<file path="config.mk">
export PLATFORM = sky130hd
export DESIGN_NAME = csr_intr_unit
export DESIGN_NICKNAME = d
export VERILOG_FILES = /design/src/rtl/csr_intr_unit.sv
export SDC_FILE = /design/constraint.sdc
export NUM_CORES = 1
export LEC_CHECK = 0
export ABC_CLOCK_PERIOD_IN_PS = 3300
export CORE_AREA = 2 2 112 114
export CTS_CLUSTER_SIZE = 25
export DETAILED_ROUTE_END_ITERATION = 8
export DIE_AREA = 0 0 114 116
export GPL_ROUTABILITY_DRIVEN = 1
export PLACE_DENSITY_LB_ADDON = 0.08
export SYNTH_ARGS = -nofsm -noshare
export SYNTH_HDL_FRONTEND = slang
export SYNTH_SLANG_ARGS = --single-unit
</file>
<file path="constraint.sdc">
create_clock -name clk -period 3.3 [get_ports clk]
set_clock_uncertainty 0.05 [all_clocks]
set_input_delay 0.66 -clock clk [delete_from_list [all_inputs] [get_ports clk]]
set_output_delay 0.66 -clock clk [all_outputs]
set_load 0.05 [all_outputs]
</file>
<file path="src/rtl/csr_intr_unit.sv">
// csr_intr_unit: machine-mode CSRs plus external interrupt
// synchroniser, edge detect and pending latch.
module csr_intr_unit #(
  parameter int unsigned SYNC_STAGES = 2,
  parameter logic [31:0] MTVEC_RESET = 32'h0000_0000
) (
  input  logic        clk,
  input  logic        rst_n,
  input  logic        intr_ext,
  input  logic        intrpt_taken,
  input  logic        csr_we,
  input  logic        mret_exec,
  input  logic [11:0] csr_addr,
  input  logic [31:0] csr_wdata,
  input  logic [31:0] pc,
  output logic [31:0] csr_rdata,
  output logic        intrpt_vld,
  output logic [31:0] mtvec_out,
  output logic [31:0] mepc_out,
  output logic        mie_bit
);

  localparam logic [11:0] A_MSTATUS = 12'h300;
  localparam logic [11:0] A_MTVEC   = 12'h305;
  localparam logic [11:0] A_MEPC    = 12'h341;
  localparam logic [11:0] A_MCAUSE  = 12'h342;
  localparam logic [31:0] C_EXT_INT = 32'h8000_000B;

  logic [SYNC_STAGES-1:0] r_sync;
  logic [SYNC_STAGES-1:0] r_fill;
  logic                   r_arm;
  logic                   r_prev;
  logic                   r_pend;
  logic                   r_mie;
  logic                   r_mpie;
  logic [31:2]            r_mtvec;
  logic [31:0]            r_mepc;
  logic [31:0]            r_mcause;

  logic                   w_sync_out;
  logic                   w_edge;
  logic                   w_sel_mst;
  logic                   w_sel_tvec;
  logic                   w_sel_epc;
  logic                   w_sel_cause;
  logic                   w_mie_n;
  logic                   w_mpie_n;
  logic [31:2]            w_mtvec_n;
  logic [31:0]            w_mepc_n;
  logic [31:0]            w_mcause_n;

  assign w_sync_out = r_sync[SYNC_STAGES-1];

  // r_arm stays low until the chain has shown a real low sample,
  // so a level held across reset release is not an edge.
  assign w_edge = w_sync_out & ~r_prev & r_arm;

  always_ff @(posedge clk or negedge rst_n) begin
    if (!rst_n) begin
      r_sync <= '0;
      r_fill <= '0;
      r_arm  <= 1'b0;
      r_prev <= 1'b0;
      r_pend <= 1'b0;
    end else begin
      r_sync <= {r_sync[SYNC_STAGES-2:0], intr_ext};
      r_fill <= {r_fill[SYNC_STAGES-2:0], 1'b1};
      r_arm  <= r_arm | (r_fill[SYNC_STAGES-1] & ~w_sync_out);
      r_prev <= w_sync_out;
      r_pend <= w_edge | (r_pend & ~intrpt_taken);
    end
  end

  assign w_sel_mst   = (csr_addr == A_MSTATUS);
  assign w_sel_tvec  = (csr_addr == A_MTVEC);
  assign w_sel_epc   = (csr_addr == A_MEPC);
  assign w_sel_cause = (csr_addr == A_MCAUSE);

  // Later assignments win: trap entry, then mret, override csr writes.
  always_comb begin
    w_mie_n    = r_mie;
    w_mpie_n   = r_mpie;
    w_mtvec_n  = r_mtvec;
    w_mepc_n   = r_mepc;
    w_mcause_n = r_mcause;
    if (csr_we) begin
      unique case (1'b1)
        w_sel_mst: begin
          w_mie_n  = csr_wdata[3];
          w_mpie_n = csr_wdata[7];
        end
        w_sel_tvec:  w_mtvec_n  = csr_wdata[31:2];
        w_sel_epc:   w_mepc_n   = csr_wdata;
        w_sel_cause: w_mcause_n = csr_wdata;
        default: ;
      endcase
    end
    if (intrpt_taken) begin
      w_mepc_n   = pc;
      w_mcause_n = C_EXT_INT;
      w_mpie_n   = r_mie;
      w_mie_n    = 1'b0;
    end else if (mret_exec) begin
      w_mie_n  = r_mpie;
      w_mpie_n = 1'b1;
    end
  end

  always_ff @(posedge clk or negedge rst_n) begin
    if (!rst_n) begin
      r_mie    <= 1'b0;
      r_mpie   <= 1'b0;
      r_mtvec  <= MTVEC_RESET[31:2];
      r_mepc   <= '0;
      r_mcause <= '0;
    end else begin
      r_mie    <= w_mie_n;
      r_mpie   <= w_mpie_n;
      r_mtvec  <= w_mtvec_n;
      r_mepc   <= w_mepc_n;
      r_mcause <= w_mcause_n;
    end
  end

  always_comb begin
    csr_rdata = '0;
    unique case (1'b1)
      w_sel_mst:   csr_rdata = {24'h0, r_mpie, 3'b000, r_mie, 3'b000};
      w_sel_tvec:  csr_rdata = {r_mtvec, 2'b00};
      w_sel_epc:   csr_rdata = r_mepc;
      w_sel_cause: csr_rdata = r_mcause;
      default: ;
    endcase
  end

  assign intrpt_vld = r_pend & r_mie;
  assign mtvec_out  = {r_mtvec, 2'b00};
  assign mepc_out   = r_mepc;
  assign mie_bit    = r_mie;

endmodule

</file>
==> run summary <==
Combinational share of power: 0.186. The largest driver fanout on the critical path is 5. Yosys mapped a number of flops with a built-in enable equal to 0. Switching part of the total power: 0.276.

The number of hold-slack violations in the final timing report is 0, and the logic depth of the worst setup path including buffers is 8. The H-tree was split into 3 levels. TritonCTS built the clock tree. The setup check on the worst reg-to-reg path leaves a slack of 2.26 ns. Traced cell by cell, the critical path runs through dlygate4sd2_1, or4_4, and4bb_4, buf_12, buf_16, a22oi_1, nor2_2, buf_12. The logs give 2090 uW for the internal power contribution and 0.257 mV for the maximum resistive drop on vdd.

Setup violations remaining at the end of the flow were counted as 0. The run gives 40 as the number of rows in the core area. The post-placement cell area is 7790 um^2, and the number of remaining DRC errors is 0. The slew at the pin with the worst max-slew slack is 0.559 ns. The number of max-cap violations was 0.

The routing usage on met3 came out at 0.0675. The share of the cycle needed by the critical path after routing is 0.976, and the initial core utilization is 0.456. Once layout is done, the placed cells without fillers occupy 8120 um^2. The source of the critical timing path was csr_addr[7]. Setup repair after global routing left no endpoint under its margin.

The floorplan step defined a die boundary enclosing 13200 um^2. The dominant delay contributor by cell family on the critical path was simple AND/OR/NAND/NOR gates. The initial antenna violation count is 0. Entering global routing, the biggest net connects 65 pins. The slowest stage of the critical path is the sky130_fd_sc_hd__or4_4 cell.

Endpoint of the worst register-to-register path: mie_bit. Category of the most critical setup path: primary input to output pin. The run finished with clean final reports. The startpoint identified for the worst register-to-register timing path is mie_bit. For this block, the routed nets add up to 15500 um of wire. In this design, the stage delay of the slowest critical-path cell is 0.55 ns. The peak clock frequency supported by timing was 0.311 GHz; the met2 track demand over resource was 0.392.

Compared with the post-synthesis result, the final layout area differs by 49.4%. The cell area power density works out to 355 nW/um^2. The cell count after placement was 781; the count of antenna diodes in the layout was 0. In this run the worst hold path is classified as primary input to asynchronous set/reset pin.

The clock net in this run drives a total of 103 sinks. Hold repair after CTS inserted 0 buffers. The relative contribution of the clock network to total power is 0.350, and the clock-pin slew of the registers on the worst-case setup and hold paths is 0.06 ns.

The logs give 0.627 for the worst max-slew margin expressed relative to the limit and 0.00342 uW for the leakage power of the design. The met1 capacity usage during global routing came out at 0.315. Measured in cells, the most critical reg-to-reg path has a length of 2.

Counting the fill cells in the layout gives 900. The number of clock buffers added by TritonCTS is 9. The capturing instance or port of the critical path was csr_rdata[4].

The logs give 0.474 for the post-synthesis sequential area ratio and 180 for the number of primary I/O pins. In this run, synthesis produced a sequential element count of 103. The number of global-route vias before repair is 4653, and the number of vias per cell after detailed routing is 5.68. A synthesized cell averages 11.3 um^2. The proportion of synthesized flip-flops having asynchronous set or reset was 1.00; the last weighted congestion value of the routability-driven placer was 0.767. The routed design could run at a clock period as short as 3.22 ns. For the placeable core area, the log shows 11900 um^2. The first global-routing pass estimated 24600 um of wire. The kind of end point of the critical path was an output pin. The analysis attributes to net switching a power of 795 uW. For this run, the number of Yosys warnings is 0. Dividing the detail-routed wire length by the instance count gives 19.4 um. The logs give 0.464 for the power share of the sequential group and 0.237 for the total track usage. The die outline width was 114 um; the share of layout cells above drive strength 1 was 0.242. In the synthesized netlist, the number of instances is 483. Final global-route overflow total: 0. Yosys mapped the design onto 41 distinct sky130hd cell types. Number of port buffers: 177. After global routing, the most crowded layer is met2. STA puts the critical path data arrival time at 2.51 ns. Summing over every cut layer, the via total after detailed routing is 4536. The overall die height is 116 um, and the number of detailed-routing iterations run before antenna repair is 4. The clock passes through at most 2 buffers. Post-detailed-route count of antenna-violating nets: 0. CTS placed an instance of sky130_fd_sc_hd__clkbuf_16 at the clock tree root. The worst setup path is launched from a primary input.

The placed wire-length estimate was 10500 um; the critical path data required time was 2.59 ns. The run gives 0 as the final max-slew violation count. In the synthesized netlist the dominant register cell turns out to be sky130_fd_sc_hd__dfrtp_1.

The clock latency on the worst-skew pair is 0.34 ns, and the non-filler instance count after layout is 799. The most numerous cell type found on the critical path is sky130_fd_sc_hd__buf_12. The run gives 263 as the violation count after the first detailed-route iteration. The cell area that synthesis handed to floorplanning was 5440 um^2.

For this run, the post-layout net count is 729. The number of buffer and inverter instances along the worst setup path came out at 4.
## power by group through the flow
| stage | registers (uW) | logic [uW] | clock network, uW |
|---|---|---|---|
| 5_1_grt | 1340 | 567 | 1080 |
| 3_5_place_dp | 1360 | 535 | 0 |
| 3_3_place_gp | 1360 | 528 | 0 |
| 4_1_cts | 1340 | 538 | 1030 |
| 6_report | 1340 | 535 | 1010 |
| 2_1_floorplan | 1490 | 146 | 0 |
## routing by layer
metal  part of all wire  vias up
met3              0.080       10
met2               0.49      172
met4             0.0094        0
li1                   -     2092
met5                  0        -
met1               0.42     2262
## cell usage in the layout (no fill, tap or decap), drive strengths merged, types with 2 or more instances in the layout
| master | netlist | final |
|---|---|---|
| clkinv | 0 | 2 |
| clkbuf | 35 | 13 |
| nand2 | 6 | 6 |
| o311ai | 4 | 4 |
| clkdlybuf4s50 | 0 | 139 |
| or4 | 2 | 2 |
| nor2b | 59 | 59 |
| conb | 2 | 3 |
| nand3b | 6 | 6 |
| dlygate4sd2 | 0 | 4 |
| nor4 | 2 | 2 |
| a21oi | 6 | 6 |
| mux2 | 58 | 58 |
| a22oi | 30 | 30 |
| dfrtp | 103 | 103 |
| a221o | 28 | 28 |
| a22o | 30 | 30 |
| nor3b | 28 | 28 |
| inv | 7 | 7 |
| a2bb2oi | 2 | 2 |
| buf | 13 | 57 |
| nor3 | 7 | 7 |
| and3 | 2 | 2 |
| nor2 | 41 | 41 |
## synthesized netlist by cell type, types with 2 or more instances
cell type / number / area share
sky130_fd_sc_hd__dfrtp_1: 103 / 0.47
sky130_fd_sc_hd__nor2b_1: 59 / 0.068
sky130_fd_sc_hd__nor2_1: 41 / 0.028
sky130_fd_sc_hd__clkbuf_1: 35 / 0.024
sky130_fd_sc_hd__mux2_2: 33 / 0.068
sky130_fd_sc_hd__a22o_1: 30 / 0.048
sky130_fd_sc_hd__a22oi_1: 30 / 0.041
sky130_fd_sc_hd__a221o_1: 28 / 0.052
sky130_fd_sc_hd__nor3b_1: 28 / 0.039
sky130_fd_sc_hd__mux2_4: 22 / 0.061
sky130_fd_sc_hd__inv_1: 7 / 0.0048
sky130_fd_sc_hd__nor3_1: 7 / 0.0064
sky130_fd_sc_hd__a21oi_1: 6 / 0.0055
sky130_fd_sc_hd__buf_2: 6 / 0.0055
sky130_fd_sc_hd__nand2_1: 6 / 0.0041
sky130_fd_sc_hd__nand3b_1: 6 / 0.0083
sky130_fd_sc_hd__o311ai_0: 4 / 0.0064
sky130_fd_sc_hd__mux2_1: 3 / 0.0062
sky130_fd_sc_hd__a2bb2oi_1: 2 / 0.0032
sky130_fd_sc_hd__and3_1: 2 / 0.0023
sky130_fd_sc_hd__buf_12: 2 / 0.0074
sky130_fd_sc_hd__buf_4: 2 / 0.0028
sky130_fd_sc_hd__buf_6: 2 / 0.0041
sky130_fd_sc_hd__conb_1: 2 / 0.0014
## worst min-delay path by stage
stage                     end  slack (ns)       from  cells after the start
global route          mie_bit        0.29      rst_n                      1
finish                 r_mpie        0.25      rst_n                      1
global placement    r_fill[1]        0.28  r_fill[0]                      0
detailed placement  r_fill[1]        0.28  r_fill[0]                      0
CTS                    r_mpie        0.26      rst_n                      1
floorplan           r_fill[1]        0.28  r_fill[0]                      0
## kinds of logic after synthesis
family                 after synthesis  share of synthesized area
and+or+nand+nor                    161                      0.177
DFF                                103                      0.474
other                                2                    0.00138
buffers and inverters               55                     0.0495
muxes                               58                      0.135
AOI/OAI and AO/OA                  104                      0.162
## timing repair
action                     4_1_cts  5_1_grt
buffers inserted                 2        0
resized for setup               10        2
pin swaps                        6        1
setup endpoints to repair       32        5
gates cloned                     1        0
## metrics by stage
| stage | power, uW | setup slack (ns) | utilization | hold slack (ns) | TNS [ns] |
|---|---|---|---|---|---|
| global route | 2990 | 0.0160 | 0.682 | 0.286 | 0 |
| detailed placement | 1900 | -0.117 | 0.654 | 0.285 | -1.41 |
| global placement | 1890 | -0.0914 | 0.654 | 0.283 | -0.886 |
| floorplan | 1630 | 0.104 | - | 0.281 | 0 |
| CTS | 2910 | 0.0605 | 0.681 | 0.264 | 0 |
| finish | 2880 | 0.0797 | 0.682 | 0.250 | 0 |
## area by class of cell
type / count / area (um^2) / area share
multi-input cells: 326 / 2680 / 0.330
flip-flops and latches: 103 / 2580 / 0.317
repair buffers: 200 / 2370 / 0.292
clock buffers: 13 / 260 / 0.0321
well taps: 147 / 184 / 0.0227
inverters: 7 / 26.3 / 0.00324
clock inverters: 3 / 17.5 / 0.00216
## state kept, by name, summed over array words and instances, names as in the netlist
name      cells
r_pend        1
r_mpie        1
mepc_out     32
r_arm         1
r_mcause     32
mie_bit       1
r_fill        2
r_sync        2
r_mtvec      30
r_prev        1
(Power assumes the default switching activity.)
